**src/rtl/block_spawner_if.sv**
```systemverilog
// Spawner-side bundle: level control, pattern ROM port and mover slot signals.
interface block_spawner_if #(
    parameter int NUM_BLOCKS = 4,
    parameter int ADDR_W     = 8
);
    logic                       level_start;
    logic [15:0]                pattern_data;
    logic [ADDR_W-1:0]          pattern_addr;
    logic [NUM_BLOCKS-1:0]      slot_end_level;
    logic [NUM_BLOCKS-1:0]      slot_hit;
    logic [NUM_BLOCKS-1:0]      block_ready;
    logic [NUM_BLOCKS-1:0]      slot_clear;
    logic [10*NUM_BLOCKS-1:0]   block_x_center;
    logic                       level_done;
    logic [7:0]                 spawn_count;

    modport master (
        input  level_start, pattern_data, slot_end_level, slot_hit,
        output pattern_addr, block_ready, slot_clear, block_x_center,
        output level_done, spawn_count
    );

    modport slave (
        output level_start, pattern_data, slot_end_level, slot_hit,
        input  pattern_addr, block_ready, slot_clear, block_x_center,
        input  level_done, spawn_count
    );
endinterface

```
**src/rtl/block_spawner.sv**
```systemverilog
// Level sequencer: walks the spawn pattern ROM, waits the frame gap,
// claims the lowest free mover slot and tracks slot release / level end.
module block_spawner #(
    parameter int         NUM_BLOCKS = 4,
    parameter int         ADDR_W     = 8,
    parameter logic [9:0] LANE0_X    = 10'd160,
    parameter logic [9:0] LANE1_X    = 10'd280,
    parameter logic [9:0] LANE2_X    = 10'd400,
    parameter logic [9:0] LANE3_X    = 10'd520
) (
    input logic             frame_clk,
    input logic             Reset,
    block_spawner_if.master bus
);
    localparam int SW = (NUM_BLOCKS > 1) ? $clog2(NUM_BLOCKS) : 1;

    localparam logic [2:0] IDLE   = 3'd0;
    localparam logic [2:0] FETCH  = 3'd1;
    localparam logic [2:0] DECODE = 3'd2;
    localparam logic [2:0] WAIT   = 3'd3;
    localparam logic [2:0] PLACE  = 3'd4;
    localparam logic [2:0] ARM    = 3'd5;
    localparam logic [2:0] DRAIN  = 3'd6;
    localparam logic [2:0] DONE   = 3'd7;

    logic [2:0]              state;
    logic [ADDR_W-1:0]       addr;
    logic [NUM_BLOCKS-1:0]   busy;
    logic [NUM_BLOCKS-1:0]   ready;
    logic [NUM_BLOCKS-1:0]   clear;
    logic [10*NUM_BLOCKS-1:0] xc;
    logic                    done;
    logic [7:0]              count;
    logic [7:0]              delay_cnt;
    logic [1:0]              lane;
    logic [SW-1:0]           slot;

    logic                    free_any;
    logic [SW-1:0]           free_idx;
    logic [NUM_BLOCKS-1:0]   rel;
    logic                    unused_bits;

    assign unused_bits = ^bus.pattern_data[12:8];

    function automatic logic [9:0] lane_x(input logic [1:0] l);
        case (l)
            2'd0:    return LANE0_X;
            2'd1:    return LANE1_X;
            2'd2:    return LANE2_X;
            default: return LANE3_X;
        endcase
    endfunction

    // Lowest-index idle slot, judged on the registered busy vector.
    always_comb begin
        free_any = 1'b0;
        free_idx = '0;
        for (int i = NUM_BLOCKS - 1; i >= 0; i--) begin
            if (!busy[i]) begin
                free_any = 1'b1;
                free_idx = SW'(i);
            end
        end
    end

    // Ready gating keeps a stale end_level during the clear frame harmless.
    assign rel = busy & ready & (bus.slot_end_level | bus.slot_hit);

    always_ff @(posedge frame_clk or negedge Reset) begin
        if (!Reset) begin
            state     <= IDLE;
            addr      <= '0;
            busy      <= '0;
            ready     <= '0;
            clear     <= '0;
            xc        <= {NUM_BLOCKS{LANE0_X}};
            done      <= 1'b0;
            count     <= 8'd0;
            delay_cnt <= 8'd0;
            lane      <= 2'd0;
            slot      <= '0;
        end else begin
            busy  <= busy & ~rel;
            ready <= ready & ~rel;
            case (state)
                IDLE, DONE: begin
                    if (bus.level_start) begin
                        addr  <= '0;
                        count <= 8'd0;
                        done  <= 1'b0;
                        state <= FETCH;
                    end
                end
                FETCH: state <= DECODE;
                DECODE: begin
                    if (bus.pattern_data[15]) begin
                        state <= DRAIN;
                    end else begin
                        lane      <= bus.pattern_data[14:13];
                        delay_cnt <= bus.pattern_data[7:0];
                        state     <= WAIT;
                    end
                end
                WAIT: begin
                    if (delay_cnt == 8'd0) state <= PLACE;
                    else delay_cnt <= delay_cnt - 8'd1;
                end
                PLACE: begin
                    if (free_any) begin
                        slot                          <= free_idx;
                        xc[10*int'(free_idx) +: 10]   <= lane_x(lane);
                        clear[free_idx]               <= 1'b1;
                        busy[free_idx]                <= 1'b1;
                        state                         <= ARM;
                    end
                end
                ARM: begin
                    clear       <= '0;
                    ready[slot] <= 1'b1;
                    if (count != 8'hFF) count <= count + 8'd1;
                    if (&addr) begin
                        state <= DRAIN;
                    end else begin
                        addr  <= addr + 1'b1;
                        state <= FETCH;
                    end
                end
                DRAIN: begin
                    if (busy == '0) begin
                        done  <= 1'b1;
                        state <= DONE;
                    end
                end
                default: state <= IDLE;
            endcase
        end
    end

    assign bus.pattern_addr   = addr;
    assign bus.block_ready    = ready;
    assign bus.slot_clear     = clear;
    assign bus.block_x_center = xc;
    assign bus.level_done     = done;
    assign bus.spawn_count    = count;
endmodule

```
**src/flat_wrapper.sv**
```systemverilog
// flat-port wrapper written by rule: the top's interface ports become plain ports
module block_spawner_flat 
#(
    parameter int         NUM_BLOCKS = 4,
    parameter int         ADDR_W     = 8,
    parameter logic [9:0] LANE0_X    = 10'd160,
    parameter logic [9:0] LANE1_X    = 10'd280,
    parameter logic [9:0] LANE2_X    = 10'd400,
    parameter logic [9:0] LANE3_X    = 10'd520
)
  (frame_clk, Reset, bus_level_start, bus_pattern_data, bus_slot_end_level, bus_slot_hit, bus_pattern_addr, bus_block_ready, bus_slot_clear, bus_block_x_center, bus_level_done, bus_spawn_count);
  block_spawner_if #(.NUM_BLOCKS(NUM_BLOCKS), .ADDR_W(ADDR_W)) bus_i ();
  input logic frame_clk;
  input logic Reset;
  input wire logic [$bits(bus_i.level_start)-1:0] bus_level_start;
  input wire logic [$bits(bus_i.pattern_data)-1:0] bus_pattern_data;
  input wire logic [$bits(bus_i.slot_end_level)-1:0] bus_slot_end_level;
  input wire logic [$bits(bus_i.slot_hit)-1:0] bus_slot_hit;
  output wire logic [$bits(bus_i.pattern_addr)-1:0] bus_pattern_addr;
  output wire logic [$bits(bus_i.block_ready)-1:0] bus_block_ready;
  output wire logic [$bits(bus_i.slot_clear)-1:0] bus_slot_clear;
  output wire logic [$bits(bus_i.block_x_center)-1:0] bus_block_x_center;
  output wire logic [$bits(bus_i.level_done)-1:0] bus_level_done;
  output wire logic [$bits(bus_i.spawn_count)-1:0] bus_spawn_count;
  assign bus_i.level_start = bus_level_start;
  assign bus_i.pattern_data = bus_pattern_data;
  assign bus_i.slot_end_level = bus_slot_end_level;
  assign bus_i.slot_hit = bus_slot_hit;
  assign bus_pattern_addr = bus_i.pattern_addr;
  assign bus_block_ready = bus_i.block_ready;
  assign bus_slot_clear = bus_i.slot_clear;
  assign bus_block_x_center = bus_i.block_x_center;
  assign bus_level_done = bus_i.level_done;
  assign bus_spawn_count = bus_i.spawn_count;
  block_spawner #(.NUM_BLOCKS(NUM_BLOCKS), .ADDR_W(ADDR_W), .LANE0_X(LANE0_X), .LANE1_X(LANE1_X), .LANE2_X(LANE2_X), .LANE3_X(LANE3_X)) u_core (.frame_clk(frame_clk), .Reset(Reset), .bus(bus_i));
endmodule
```
**config.mk**
```make
export PLATFORM = sky130hd
export DESIGN_NAME = block_spawner_flat
export DESIGN_NICKNAME = d
export VERILOG_FILES = /design/src/rtl/block_spawner_if.sv /design/src/rtl/block_spawner.sv /design/src/flat_wrapper.sv
export SDC_FILE = /design/constraint.sdc
export NUM_CORES = 1
export LEC_CHECK = 0
export ABC_AREA = 1
export CORE_UTILIZATION = 51
export CTS_CLUSTER_DIAMETER = 150
export DETAILED_ROUTE_END_ITERATION = 8
export DONT_BUFFER_PORTS = 1
export PLACE_DENSITY = 0.66
export SLEW_MARGIN = 20
export SYNTH_ARGS = -nofsm -noshare
export SYNTH_HDL_FRONTEND = slang
export SYNTH_SLANG_ARGS = --single-unit
export TNS_END_PERCENT = 50
```
**constraint.sdc**
```tcl
create_clock -name frame_clk -period 2.59 [get_ports frame_clk]
set_input_delay 0.518 -clock frame_clk [delete_from_list [all_inputs] [get_ports frame_clk]]
set_output_delay 0.518 -clock frame_clk [all_outputs]
set_load 0.01 [all_outputs]
```
; Word level (Yosys, flattened, before mapping)
; Cells that the tools add are included.
[totals]
register_bits = 84
inputBits = 27
output_inout_bits = 65
wordCells = 109
[classes]
add_sub_neg = 4
n_mul = 1
magnitude_cmp = 4
n_eq_ne = 18
shifts = 2
mux = 39
n_bitwise = 10
reduce_logical = 20
[op_table]
columns = cell, count
row1 = case mux 8 bit (2 select lines), 3
row2 = bitwise mux 40 bit, 1
row3 = two-way mux 8 bit, 5
row4 = "variable shift 10 x 33 -> 40 bit, first input constant", 1
row5 = variable part select 10 x 33 -> 40 bit, 1
row6 = negation 32 -> 33 bit, 1
row7 = case mux 10 bit (3 select lines), 1
row8 = case mux 3 bit (7 select lines), 1
row9 = two-way mux 10 bit, 2
row10 = two-way mux 3 bit, 6
row11 = "adder 8 x 1 -> 8 bit, second input constant", 2
row12 = AND 4 bit, 4
row13 = two-way mux 4 bit, 4
row14 = OR 4 bit, 4
row15 = "== test 3 bit, second input constant", 4
row16 = AND reduction 3 bit, 4
row17 = logical NOT 8 bit, 1
row18 = two-way mux 1 bit, 8
row19 = two-way mux 2 bit, 4
row20 = "!= test 2 x 1 -> 1 bit, second input constant", 4
row21 = "!= test 2 bit, second input constant", 4
row22 = "!= test 8 bit, second input constant", 1
row23 = case mux 4 bit (2 select lines), 1
row24 = AND reduction 8 bit, 1
row25 = other kinds (20), 30

; Logic depth before layout (Yosys ltp)
; Gate-level depths: netlist of the first run.
[depth]
word_depth = 11
ltp_mapped = 16
depth_no_buf = 14

; Worst setup path before layout of the first run
; Ideal clock, no wire load.
[synth_timing]
path_type = reg2reg
startpoint = reg u_core.busy[0]
endpoint = reg u_core.xc[6], in the netlist u_core.bus.block_x_center[6]
setup_time_ns = 0.064
arrival_ns = 2.077
path_slack_ns = 0.449
stages_incl_launch_ff = 11
n_path_buf = 1
synth_period_minus_slack_ns = 2.141
path_cell_list = dfrtp_1 > buf_2 > nand2_1 > nor2_1 > inv_1 > ha_1 > clkinv_1 > nor3_1 > inv_1 > o21ai_0 > o21a_1
[synth_via]
elab_chain_cells = 5
elab_cells_between_ends = 8
classes_between = add/sub: 1 / mul: 1 / shift: 2 / mux: 3 / reduce/logical: 1
[synth_lines]
columns = element, line_no
row1 = from (decl), block_spawner.sv:28  ; logic [NUM_BLOCKS-1:0] busy;
row2 = from (signal assigned), block_spawner.sv:83  ; busy <= busy & ~rel;
row3 = two-way mux 2 bit (*), block_spawner.sv:59  ; if (!busy[i]) begin
row4 = via u_core.free_idx[1], block_spawner.sv:39  ; logic [SW-1:0] free_idx;
row5 = multiplier 3 x 2 -> 5 bit (*), block_spawner.sv:111  ; xc[10*int'(free_idx) +: 10] <= lane_x(lane);
row6 = negation 32 -> 33 bit (*), block_spawner.sv:111
row7 = variable part select 10 x 33 -> 40 bit / variable shift 10 x 33 -> 40 bit (equally long branches), block_spawner.sv:111
row8 = bitwise mux 40 bit (*), block_spawner.sv:111
row9 = to (signal assigned), block_spawner.sv:76  ; xc <= {NUM_BLOCKS{LANE0_X}};
row10 = "to (signal, indexed assignment)", block_spawner.sv:111
row11 = to (decl), block_spawner.sv:31  ; logic [10*NUM_BLOCKS-1:0] xc;
; The timed path passes the listed nets; every way through them passes the cells marked *.
; A chain may end at the register's enable or synchronous reset.

; Final worst setup path of the first run
[layout_timing]
startpoint = reg u_core.busy[0]
endpoint = reg u_core.xc[25], in the netlist u_core.bus.block_x_center[25]
; The elaborated chain is that of the path after synthesis.

==> summary.txt, run 1 <==
Synthesis
  • Synthesized net count: 637
  • Most area-consuming cells after synthesis: dfrtp_1, nand2_1, o21ai_0, inv_1, ha_1
  • Synth cell types: 40
  • Mapped Area: 0.00461 mm2
  • Avg Cell Area, Syn: 7.78 um2
  • Cell count after synthesis: 593
  • FF+latch count, synth: 84
  • YS warnings: 0
  • Post-synthesis sequential area ratio: 45.8%
  • Synth top area share: 41.2%
  • Cell taking the most area after synthesis: dfrtp_1

STA
  • Worst Tran Pin Value: 450 ps
  • Final Skew: 19.1 ps
  • Minimum clock period: 2230 ps
  • Max Freq: 0.449 GHz
  • Setup TNS: 0 ps
  • RSZ-0062 raised after global routing: false
  • Crit share post-route: 85.9%
  • Final setup margin: 364 ps
  • Setup violators final: 0
  • Max-slew violations: 0
  • Final Hold Viols: 0
  • Worst rel slew slack: 70.0%

Setup path
  • CP Capture Type: flip-flop
  • Worst path slowest cell: dfrtp_1
  • Worst path required time: 2880 ps
  • Critical-path cell list: nand2_1 -> nor2_1 -> inv_1 -> ha_1 -> inv_1 -> nand3_1 -> o21ai_0 -> nand2_1 -> and2_1 -> o21ai_1
  • WP buf/inv: 2
  • CP startpoint kind: flip-flop
  • Critical path class: flip-flop to flip-flop
  • Max incr delay on CP: 480 ps
  • Crit-path max FO: 9
  • Top delay family on crit path: simple AND/OR/NAND/NOR gates
  • Data arrival, critical path: 2510 ps

Power and ir drop
  • Peak VDD IR: 0.000415 V
  • Leakage: 2.43 nW
  • Power per standard cell area: 1020 mW/mm2

Layout
  • Final Core Density: 57.0%
  • Multi-input gate area: 0.00216 mm2
  • Number of diodes: 0
  • Commonest non-fill, non-tap cell in the layout: nand2_1
  • Fill cells: 815
  • Final instance area: 0.00497 mm2
  • Total Nets Final: 647
  • Layout area overhead: 7.78%
  • Total area of sequential cells: 0.00211 mm2
  • Final Non-Filler Cells: 716
  • Most frequent cells in the layout: nand2_1, dfrtp_1, inv_1, o21ai_0, nor2_1
  • Layout cells sized above 1: 10.7%

Floorplanning
  • I/O pin cnt: 92
  • Initial core utilization: 52.9%
  • # rows: 34
  • Full die area: 0.00943 mm2
  • Die Wd: 97.1 um
  • Core Area: 0.00872 mm2
  • Die height: 97.1 um

CTS
  • Clock buffer depth: 2
  • Post_cts resized: 0
  • Total CTS buffers: 9
  • H-tree depth: 3
  • Clk_lat worst skew: 370 ps
  • CTS tree: done
  • # clock sinks: 84
  • Root Buffer Master: clkbuf_8
  • Clock transition at path regs: 110 ps

Detailed routing
  • First-pass DRT Iterations: 4
  • Initial DRC count: 186
  • WL/cell: 13.9 um
  • Vias per cell: 5.31
  • Vias: 3804
  • Antenna-violating nets left: 0
  • Final WL: 9990 um
  • Drt drc: 0

Placement
  • DP Worst Slack: 395 ps
  • Cell Area, Placed: 0.00476 mm2
  • Post-DP HPWL: 7390 um
  • DP Cell Count: 699
  • Global placer's final weighted congestion: 0.924
  • Number of port buffers: 0

Global routing
  • Vias in the first global route: 3743
  • Met3 Resource Use GR: 4.75%
  • M1 GR Usage: 30.1%
  • Tot GR Track Use: 23.0%
  • Largest net degree at the start of global routing: 85
  • Global-route wire length before repair: 17800 um
  • Initial antenna violation count: 0
  • GRT Residual Overflow: 0
  • Grt peak-use layer: met2
  • GR Util met2: 37.9%

Run status
  • Status: finished clean

Hold path
  • Hold/Removal Path Class: input pin to async pin

Flow run
  • Max Cap Viol: 0
[metal layers]
metal  share of wire [%]  up-vias  wire length (um)
met5                   0        -                 0
met4                 1.6        0               161
met3                 5.4       15               536
met2                  48      109              4800
met1                  45     1748              4490
li1                    -     1932                 -
[logic make-up after synthesis]
| logic type | after synthesis | synth area share, % |
|---|---|---|
| AND/OR/NAND/NOR | 301 | 28.4 |
| AO/OA/AOI/OAI | 98 | 12.1 |
| XOR/XNOR | 9 | 1.71 |
| buffers and inverters | 84 | 7.43 |
| adder cells (fa/ha/maj) | 17 | 4.61 |
| flip-flops | 84 | 45.8 |
[cell type report]
class,instances,share of cell area [%]
clock inverter,7,1.31
clock buffer,9,2.49
sequential,84,42.5
timing repair buffer,11,2.06
inverter,72,5.53
multi-input combinational,425,43.4
tap,108,2.72
[timing repair]
item | in CTS | in global routing
hold buffers | 1 | 0
hold endpoints to repair | 84 | 0
setup buffers | 0 | 0
[synthesized netlist by cell type, drive strengths merged]
library cell,count
nand2,194
dfrtp,76
inv,70
o21ai,61
nor2,51
nand3,40
ha,17
a21oi,15
buf,9
xor2,9
dfstp,8
nor3,8
o31ai,7
nand4,6
a31oi,4
o22ai,4
clkbuf,3
o21a,3
clkinv,2
o211ai,2
and2,1
o2bb2ai,1
o32ai,1
or2,1
[power by group]
group,leakage [nW],switching (mW),internal [mW]
logic,1.24,1.45,0.699
clock network,0.0951,0.548,0.376
registers,1.10,0.355,1.63
total,2.43,2.35,2.71
[sequential cells by signal, summed over array words and instances (netlist names)]
register                   flops
u_core.bus.block_ready         4
u_core.bus.block_x_center     40
u_core.bus.level_done          1
u_core.bus.pattern_addr        8
u_core.bus.slot_clear          4
u_core.bus.spawn_count         8
u_core.busy                    4
u_core.delay_cnt               8
u_core.lane                    2
u_core.slot                    2
u_core.state                   3
[worst paths after layout]
kind	from	endpoint	slack, ps	cells past startpoint
hold reg to reg	u_core.delay_cnt[7]	u_core.delay_cnt[7]	480	2
min in group frame_clk	bus_pattern_data[13]	u_core.lane[0]	280	2
setup / recovery	u_core.busy[0]	u_core.bus.block_x_center[25]	360	10
hold / removal	Reset	u_core.bus.block_x_center[20]	30	1
max in group asynchronous	Reset	u_core.bus.block_x_center[5]	2180	1
setup reg to reg	u_core.busy[0]	u_core.bus.block_x_center[25]	360	10
[through the flow]
stage	hold slack (ps)	total power, mW
6_report	26.1	5.06
5_1_grt	53.3	5.53
4_1_cts	52.1	5.09
3_5_place_dp	225	4.13
3_3_place_gp	225	4.09
2_1_floorplan	222	3.61
(Power assumes the default switching activity.)
==> inputs of run 2 (changes only) <==
==> constraint.sdc (replaced) <==
create_clock -name frame_clk -period 2.34 [get_ports frame_clk]
set_input_delay 0.468 -clock frame_clk [delete_from_list [all_inputs] [get_ports frame_clk]]
set_output_delay 0.468 -clock frame_clk [all_outputs]
set_load 0.01 [all_outputs]
==> summary.txt, run 2 (synthesis gave the netlist of run 1 again) <==
Layout
  • Most frequent cells in the layout: nand2_1, dfrtp_1, inv_1, o21ai_0, nor2_1
  • Layout area overhead: 7.78% (unchanged)
  • Fill cells: 837 (+2.7%)
  • Commonest non-fill, non-tap cell in the layout: nand2_1
  • Multi-input gate area: 0.00217 mm2 (+0.35%)
  • Total area of sequential cells: 0.00211 mm2 (unchanged)
  • Final Core Density: 57.0% (unchanged)
  • Final Non-Filler Cells: 718 (+0.28%)
  • Max FFs per register: 40 (unchanged)
  • Layout cells sized above 1: 11.3% (+0.62 points)
  • Total Nets Final: 649 (+0.31%)
  • Number of diodes: 0 (unchanged)

Setup path
  • Register-to-register path setup slack: 150 ps (-220 ps)
  • Crit-path max FO: 9 (unchanged)
  • Worst path required time: 2560 ps (-320 ps)
  • CP startpoint kind: flip-flop
  • Max incr delay on CP: 450 ps (-30 ps)
  • Worst path slowest cell: dfrtp_1
  • CP Capture Type: flip-flop
  • Data arrival, critical path: 2420 ps (-90 ps)
  • Critical path class: flip-flop to flip-flop
  • Critical-path cell list: nand2_1 -> inv_1 -> nor2_1 -> inv_1 -> ha_2 -> clkinv_1 -> buf_4 -> o21ai_0 -> o21ai_0

Hold path
  • Hold/Removal Path Class: input pin to async pin

Placement
  • Post-DP HPWL: 7500 um (+1.6%)
  • DP Cell Count: 702 (+0.43%)
  • Number of port buffers: 0 (unchanged)
  • Global placer's final weighted congestion: 0.867 (-6.1%)

Power and ir drop
  • Leakage: 2.43 nW (about the same)
  • Peak VDD IR: 0.000507 V (+22%)
  • Power per standard cell area: 1140 mW/mm2 (+12%)

CTS
  • Clk_lat worst skew: 360 ps (about the same)
  • Clock transition at path regs: 110 ps (about the same)
  • Clock buffer depth: 2 (unchanged)
  • # clock sinks: 84 (unchanged)
  • Total CTS buffers: 9 (unchanged)
  • Root Buffer Master: clkbuf_8
  • CTS tree: done
  • Post-CTS Setup Repair Bufs: 0 (unchanged)
  • H-tree depth: 3 (unchanged)

STA
  • Final Hold Viols: 84 (+84)
  • Max-slew violations: 0 (unchanged)
  • Worst rel slew slack: 69.6% (-0.47 points)
  • Minimum clock period: 2190 ps (-32.4 ps)
  • Final hold slack: -215 ps (-241 ps)
  • Final Skew: 17.9 ps (-1.21 ps)
  • Crit share post-route: 93.7% (+7.8 points)
  • Worst Tran Pin Value: 457 ps (+6.99 ps)
  • Max Freq: 0.456 GHz (+1.5%)
  • Setup TNS: 0 ps (unchanged)
  • RSZ-0062 raised after global routing: true
  • Setup violators final: 0 (unchanged)

Flow run
  • Max Cap Viol: 0 (unchanged)

Run status
  • Status: finished, violations left
  • Failing checks: negative hold slack

Global routing
  • Tot GR Track Use: 22.8% (-0.26 points)
  • GRT Residual Overflow: 0 (unchanged)
  • Global-route wire length before repair: 17500 um (-1.5%)
  • Vias in the first global route: 3809 (+1.8%)
  • Initial antenna violation count: 0 (unchanged)
  • Largest net degree at the start of global routing: 85 (unchanged)

Detailed routing
  • Final WL: 10200 um (+2.4%)
  • Initial DRC count: 194 (+4.3%)
  • Vias per cell: 5.39 (+1.4%)
  • Drt drc: 0 (unchanged)
  • WL/cell: 14.2 um (+2.1%)
  • Antenna-violating nets left: 0 (unchanged)
  • First-pass DRT Iterations: 4 (unchanged)
  • Vias: 3868 (+1.7%)

Floorplanning
  • # rows: 34 (unchanged)
  • Die Wd: 97.1 um (unchanged)
  • Initial core utilization: 52.9% (unchanged)
  • Full die area: 0.00943 mm2 (unchanged)
  • Die height: 97.1 um (unchanged)
  • Core Area: 0.00872 mm2 (unchanged)
  • I/O pin cnt: 92 (unchanged)
[run 2: final timing paths]
path,from,endpoint,cells after the start
worst max-delay path,u_core.busy[3],u_core.bus.block_x_center[11],9
worst min-delay path,Reset,u_core.bus.block_x_center[29],0
worst max register to register,u_core.busy[3],u_core.bus.block_x_center[11],9
worst min register to register,u_core.delay_cnt[7],u_core.delay_cnt[7],2
max in group asynchronous,Reset,u_core.bus.block_x_center[5],0
min in group frame_clk,bus_pattern_data[14],u_core.lane[1],2
[run 2: cell type report]
type | count | area share [%]
clock inverter | 7 | 1.26
tap | 108 | 2.72
sequential | 84 | 42.5
inverter | 72 | 5.53
clock buffer | 9 | 2.49
timing repair buffer | 13 | 1.96
multi-input combinational | 425 | 43.6
[run 2: critical path, delay by kind of cell, from the launching register on]
family	cells	cell delay [ps]
compound gates	2	470
buf+inv	4	460
flops	1	450
fa+ha+maj	1	430
simple gates	2	240
[run 2: per-layer routing]
metal | up-vias | part of all wire, % | track usage, %
met2 | 117 | 48 | 37.8
li1 | 1935 | - | -
met4 | 0 | 1.5 | 7.46
met3 | 15 | 6.0 | 6.26
met1 | 1801 | 44 | 28.7
met5 | - | 0 | 0
[run 2: timing repair]
action                     4_1_cts  5_1_grt
hold endpoints to repair        84       84
setup endpoints to repair        0       17
gates resized for setup          0        4
[run 2: metrics by stage]
stage | total power, mW | area (um2) | worst slack (ps)
after floorplan | 3.99 | 4610 | 199
after global placement | 4.56 | 4780 | 251
after detailed placement | 4.62 | 4780 | 192
after CTS | 5.65 | 4970 | 160
after global routing | 6.15 | 4970 | -18.5
final | 5.65 | 4970 | 147
[run 2: power by group]
group	switching [mW]	internal, mW
sequential	0.377	1.81
clock	0.598	0.413
combinational	1.64	0.816
